## src/rtl/addsub_pkg.sv

```systemverilog
// Shared types and constants for the sequential adder/subtractor.
package addsub_pkg;

  typedef enum logic [1:0] {
    IDLE = 2'd0,
    BUSY = 2'd1,
    DONE = 2'd2
  } state_t;

  localparam logic OP_ADD = 1'b0;
  localparam logic OP_SUB = 1'b1;

  // Two's-complement overflow: operands agree in sign, result does not.
  function automatic logic signed_ovf(input logic a_msb, input logic b_msb, input logic s_msb);
    return (a_msb == b_msb) && (s_msb != a_msb);
  endfunction

endpackage

```

## src/rtl/addsub_chunk.sv

```systemverilog
// Combinational W-bit ripple-carry full-adder slice.
module addsub_chunk #(
  parameter int unsigned W = 4
) (
  input  logic [W-1:0] a,
  input  logic [W-1:0] b,
  input  logic         cin,
  output logic [W-1:0] s,
  output logic         cout
);

  logic cy;

  always_comb begin
    s  = '0;
    cy = cin;
    for (int unsigned i = 0; i < W; i++) begin
      s[i] = a[i] ^ b[i] ^ cy;
      cy   = (a[i] & b[i]) | (cy & (a[i] ^ b[i]));
    end
    cout = cy;
  end

endmodule

```

## src/rtl/seq_addsub.sv

```systemverilog
// Multi-cycle adder/subtractor, CHUNK bits per cycle through one shared slice.
// Optional saturation on signed overflow with ADDSUB_SAT_EN.
module seq_addsub
  import addsub_pkg::*;
#(
  parameter int unsigned WIDTH = 16,
  parameter int unsigned CHUNK = 4
) (
  input  logic             clk,
  input  logic             rst_n,
  input  logic             in_valid,
  output logic             in_ready,
  input  logic [WIDTH-1:0] a,
  input  logic [WIDTH-1:0] b,
  input  logic             cin,
  input  logic             op,
`ifdef ADDSUB_SAT_EN
  input  logic             sat,
`endif
  output logic             out_valid,
  input  logic             out_ready,
  output logic [WIDTH-1:0] sum,
  output logic             cout,
  output logic             ovf,
  output logic             zero
);

  localparam int unsigned NCHUNK = WIDTH / CHUNK;
  localparam int unsigned CNT_W  = $clog2(NCHUNK + 1);
  localparam logic [CNT_W-1:0] LAST = CNT_W'(NCHUNK);

  if (CHUNK < 1 || (WIDTH % CHUNK) != 0) begin : g_bad_params
    $error("seq_addsub: WIDTH must be a non-zero multiple of CHUNK");
  end

  state_t state, state_next;

  logic [WIDTH-1:0] a_r, b_r, sum_r;
  logic             carry_r, cout_r, ovf_r, zero_r;
  logic [CNT_W-1:0] cnt, idx;
  logic [31:0]      base;
  logic             accept, chunk_step, finish;

  logic [CHUNK-1:0] ca, cb, cs;
  logic             cc;

  logic [WIDTH-1:0] fin_sum;
  logic             fin_ovf;

`ifdef ADDSUB_SAT_EN
  logic sat_r;
`endif

  always_ff @(posedge clk) begin
    if (!rst_n) state <= IDLE;
    else        state <= state_next;
  end

  // BUSY runs NCHUNK chunk cycles and then one finalise cycle (cnt == LAST) that
  // derives flags and saturation from the fully registered sum.
  always_comb begin
    state_next = state;
    in_ready   = 1'b0;
    out_valid  = 1'b0;
    accept     = 1'b0;
    chunk_step = 1'b0;
    finish     = 1'b0;
    unique case (state)
      IDLE: begin
        in_ready = 1'b1;
        if (in_valid) begin
          accept     = 1'b1;
          state_next = BUSY;
        end
      end
      BUSY: begin
        if (cnt == LAST) begin
          finish     = 1'b1;
          state_next = DONE;
        end else begin
          chunk_step = 1'b1;
        end
      end
      DONE: begin
        out_valid = 1'b1;
        if (out_ready) state_next = IDLE;
      end
      default: state_next = IDLE;
    endcase
  end

  always_comb begin
    idx  = (cnt < LAST) ? cnt : '0;
    base = 32'(idx) * CHUNK;
    ca   = a_r[base +: CHUNK];
    cb   = b_r[base +: CHUNK];
  end

  addsub_chunk #(.W(CHUNK)) u_chunk (
    .a    (ca),
    .b    (cb),
    .cin  (carry_r),
    .s    (cs),
    .cout (cc)
  );

  always_comb begin
    fin_ovf = signed_ovf(a_r[WIDTH-1], b_r[WIDTH-1], sum_r[WIDTH-1]);
    fin_sum = sum_r;
`ifdef ADDSUB_SAT_EN
    if (sat_r && fin_ovf) fin_sum = {a_r[WIDTH-1], {(WIDTH-1){~a_r[WIDTH-1]}}};
`endif
  end

  always_ff @(posedge clk) begin
    if (!rst_n) begin
      a_r     <= '0;
      b_r     <= '0;
      sum_r   <= '0;
      carry_r <= 1'b0;
      cnt     <= '0;
      cout_r  <= 1'b0;
      ovf_r   <= 1'b0;
      zero_r  <= 1'b0;
`ifdef ADDSUB_SAT_EN
      sat_r   <= 1'b0;
`endif
    end else begin
      if (accept) begin
        a_r     <= a;
        b_r     <= (op == OP_SUB) ? ~b : b;
        carry_r <= (op == OP_SUB) ? ~cin : cin;
        cnt     <= '0;
`ifdef ADDSUB_SAT_EN
        sat_r   <= sat;
`endif
      end
      if (chunk_step) begin
        sum_r[base +: CHUNK] <= cs;
        carry_r              <= cc;
        cnt                  <= cnt + 1'b1;
      end
      if (finish) begin
        sum_r  <= fin_sum;
        cout_r <= carry_r;
        ovf_r  <= fin_ovf;
        zero_r <= (fin_sum == '0);
      end
    end
  end

  assign sum  = sum_r;
  assign cout = cout_r;
  assign ovf  = ovf_r;
  assign zero = zero_r;

endmodule

```

## config.mk

```make
export PLATFORM = sky130hd
export DESIGN_NAME = seq_addsub
export DESIGN_NICKNAME = d
export VERILOG_FILES = /design/src/rtl/addsub_pkg.sv /design/src/rtl/addsub_chunk.sv /design/src/rtl/seq_addsub.sv
export SDC_FILE = /design/constraint.sdc
export NUM_CORES = 1
export LEC_CHECK = 0
export ABC_AREA = 1
export CAP_MARGIN = 20
export CORE_MARGIN = 2
export CORE_UTILIZATION = 65
export DETAILED_ROUTE_END_ITERATION = 6
export DONT_BUFFER_PORTS = 1
export PLACE_DENSITY = 0.78
export SLEW_MARGIN = 20
export SYNTH_ARGS = -nofsm -noshare
export SYNTH_HDL_FRONTEND = slang
export SYNTH_SLANG_ARGS = --single-unit
```

## constraint.sdc

```tcl
create_clock -name clk -period 4.3 [get_ports clk]
set_input_delay 0.645 -clock clk [delete_from_list [all_inputs] [get_ports clk]]
set_output_delay 0.645 -clock clk [all_outputs]
set_load 0.01 [all_outputs]
```

==> impl_results.md <==
* Status: complete, no violations
* GRT Util Overall at 25.4%
* Sequential share of power at 45.4%
* Fmax at 0.279 GHz
* Pwr/cell area at 422 nW/um2
* Crit path largest cell delay at 570 ps
* P_int at 0.917 mW
* Clk slew on worst S/H paths at 70 ps
* CTS Buf Count at 9
* Critical Setup Path Class: flop to flop
* Distinct cells, synth at 30
* Clock network power share at 38.4%
* WL per Instance at 13.8 um
* Sw frac at 28.8%
* Combinational Power Share at 16.2%
* Critical Path Most Common Cell: fa_1
* Leading area contributor after synthesis: dfxtp_1
* Std-Cell Rows at 24
* Leading cell type in the layout, fill and taps excluded: nor2_1
* Slew @ Worst Pin at 1100 ps
* Syn_area_per_cell at 7.54 um2
* CP Max Fanout at 12
* DRT iter0 DRCs at 132
* ANT cells at 0
* Req. time, crit path at 4570 ps
* Fin cells at 434
* Commonest non-fill, non-tap cells in the layout: nor2_1 (68), dfxtp_1 (57), nand2_1 (51)
* Fin Setup TNS at 0 ps
* Warnings, synthesis at 0
* XOR/XNOR Fraction of Synth Area at 5.13%
* Initial antenna violation count at 0
* Hold Crit Class: primary input to flop
* Total grt overflow at 0
* Flops & latches, synth at 57
* Fillers at 381
* Slowest-stage cell, CP: nor2_1
* Nets at 426
* Simple-gate portion of the synthesized area at 22.2%
* Clk buf depth at 2
* Syn nets at 434
* CTS H-tree depth at 3
* Main combinational cell family by area after synthesis: simple AND/OR/NAND/NOR gates
* Final Hold Vio Count at 0
* Area fraction of the dominant cell type after synthesis at 39.3%
* Power Total at 1.29 mW
* HPWL after DPL at 4320 um
* Clock Skews at 7.91 ps
* Critical-path cell list: inv_1, nor2_1, o21ai_0, o22ai_1, fa_1, inv_1, fa_1, fa_1, fa_1, nor2_1, nand3_1, nand2_1, o21ai_0, nor2_1
* Chip Width at 70.8 um
* DRT Pass-1 Iters at 4
* Vias in the first global route at 2204
* Cells after Synth at 385
* CTS Hold Bufs at 0
* CTS root buf: clkbuf_8
* Core area at 4320 um2
* Via count at 2388
* Die H at 70.8 um
* Post-Place Cells at 418
* Relative max-transition margin at 26.8%
* Peak VDD IR at 0.232 mV
* Period utilization at 83.3%
* CTS resizes at 0
* Largest net degree at the start of global routing at 35
* Final Max Slew Viols at 0
* Initial core utilization at 67.2%
* Psw at 0.371 mW
* Clk_lat worst skew at 340 ps
* Layout cells sized above 1 at 9.69%
* Setup violation total in the final timing report at 0
* # DRC at 0
* Num ports at 59
* Startpoint Class: flop
* Buffers on Ports at 0
* Area delta synth->final at 5.04%
* TritonCTS clock tree: built
* Via-to-Cell Ratio at 5.50
* Worst path arrival time at 3850 ps
* Compound-Gate Fraction of Synth Area at 19.0%
* P_leak at 1.22 nW
* Area contributors post-synth: dfxtp_1 (39%), nor2_1 (8.8%), o21ai_0 (8.4%), nand2_1 (6.6%), a21oi_1 (5.7%)
* Fraction of synthesized area in multiplexers at 0%
* Total wire length at 6000 um
* Max_cap viols at 0
* Seq/Total Area, Yosys at 39.3%
* Clk sink count at 57
* # Post-CTS Setup Buffers at 0
* Final GP Congestion at 0.865
* Area of the mapped netlist at 2900 um2
* First-pass GRT wire length at 9970 um
* Worst setup EP type: flop
* Adder-Cell Fraction of Synth Area at 5.77%
* RSZ-0062 raised after global routing: no
* Die area at 5020 um2
* Antenna-violating nets left at 0
* Tmin final at 3580 ps
worst max-delay path, delay by kind of cell, from the launching register on:
kind	cells	cell delay (ps)
simple gates	5	1040
fa+ha+maj	4	1470
flops	1	360
buf+inv	2	130
compound gates	3	510
power by group through the flow:
stage	logic [mW]	clock network, mW	registers (mW)
after detailed placement	0.209	0	0.596
after global placement	0.202	0	0.596
after global routing	0.242	0.518	0.588
after floorplan	0.185	0	0.589
after CTS	0.209	0.495	0.585
final	0.208	0.495	0.585
synthesized netlist by cell type, drive strengths merged:
cell,n
nand2,56
xnor2,11
buf,15
o21ai,51
fa,4
a21oi,33
clkbuf,6
a211oi,10
dfxtp,57
a22oi,1
clkinv,1
nand4,2
nor2,74
ha,7
inv,31
nand3,14
o22ai,3
xor2,6
nor3,3
metrics by stage:
| step | util (%) | setup WS [ps] | cell area (um2) | hold WS (ps) |
|---|---|---|---|---|
| detailed placement | 66.0 | 751 | 2860 | 456 |
| CTS | 70.5 | 728 | 3050 | 430 |
| global placement | 66.0 | 906 | 2860 | 450 |
| finish | 70.5 | 719 | 3050 | 434 |
| global route | 70.5 | 354 | 3050 | 438 |
| floorplan | - | 1410 | 2900 | 424 |
final cells by class:
cell class                 instances  area, um2  share of cell area, %
multi-input combinational        275       1510                   49.6
sequential                        57       1140                   37.4
clock buffer                      10        138                   4.51
inverter                          32        120                   3.94
tap                               52       65.1                   2.13
clock inverter                     6       57.6                   1.89
timing repair buffer               2       15.0                  0.492
cells by family (layout without fill, tap and decap cells):
logic type,after synthesis,count (layout)
fa+ha+maj,11,11
buf+inv,53,50
xor+xnor,17,17
simple gates,149,149
compound gates,98,98
flops,57,57
path summary, 6_finish.rpt:
kind                       startpoint                   end  slack [ps]  cells past startpoint
hold reg to reg   b_r[5]$_SDFFE_PN0P_   b_r[5]$_SDFFE_PN0P_         460                      2
setup / recovery  cnt[1]$_SDFFE_PN0P_  sum[15]$_SDFFE_PN0P_         720                     14
hold / removal                  rst_n  a_r[10]$_SDFFE_PN0P_         430                      2
setup reg to reg  cnt[1]$_SDFFE_PN0P_  sum[15]$_SDFFE_PN0P_         720                     14
metal layers:
| layer | global-route usage [%] | wire [um] | part of all wire, % |
|---|---|---|---|
| met4 | 9.85 | 96 | 1.6 |
| met1 | 30.6 | 2630 | 44 |
| met2 | 43.6 | 3040 | 51 |
| met5 | 0 | 0 | 0 |
| met3 | 6.13 | 240 | 4.0 |
registers in the layout, indices dropped and copies added (netlist names):
name,flops
b_r,16
a_r,16
sum,16
cnt,3
zero,1
carry_r,1
ovf,1
cout,1
state,2
(Power assumes the default switching activity.)
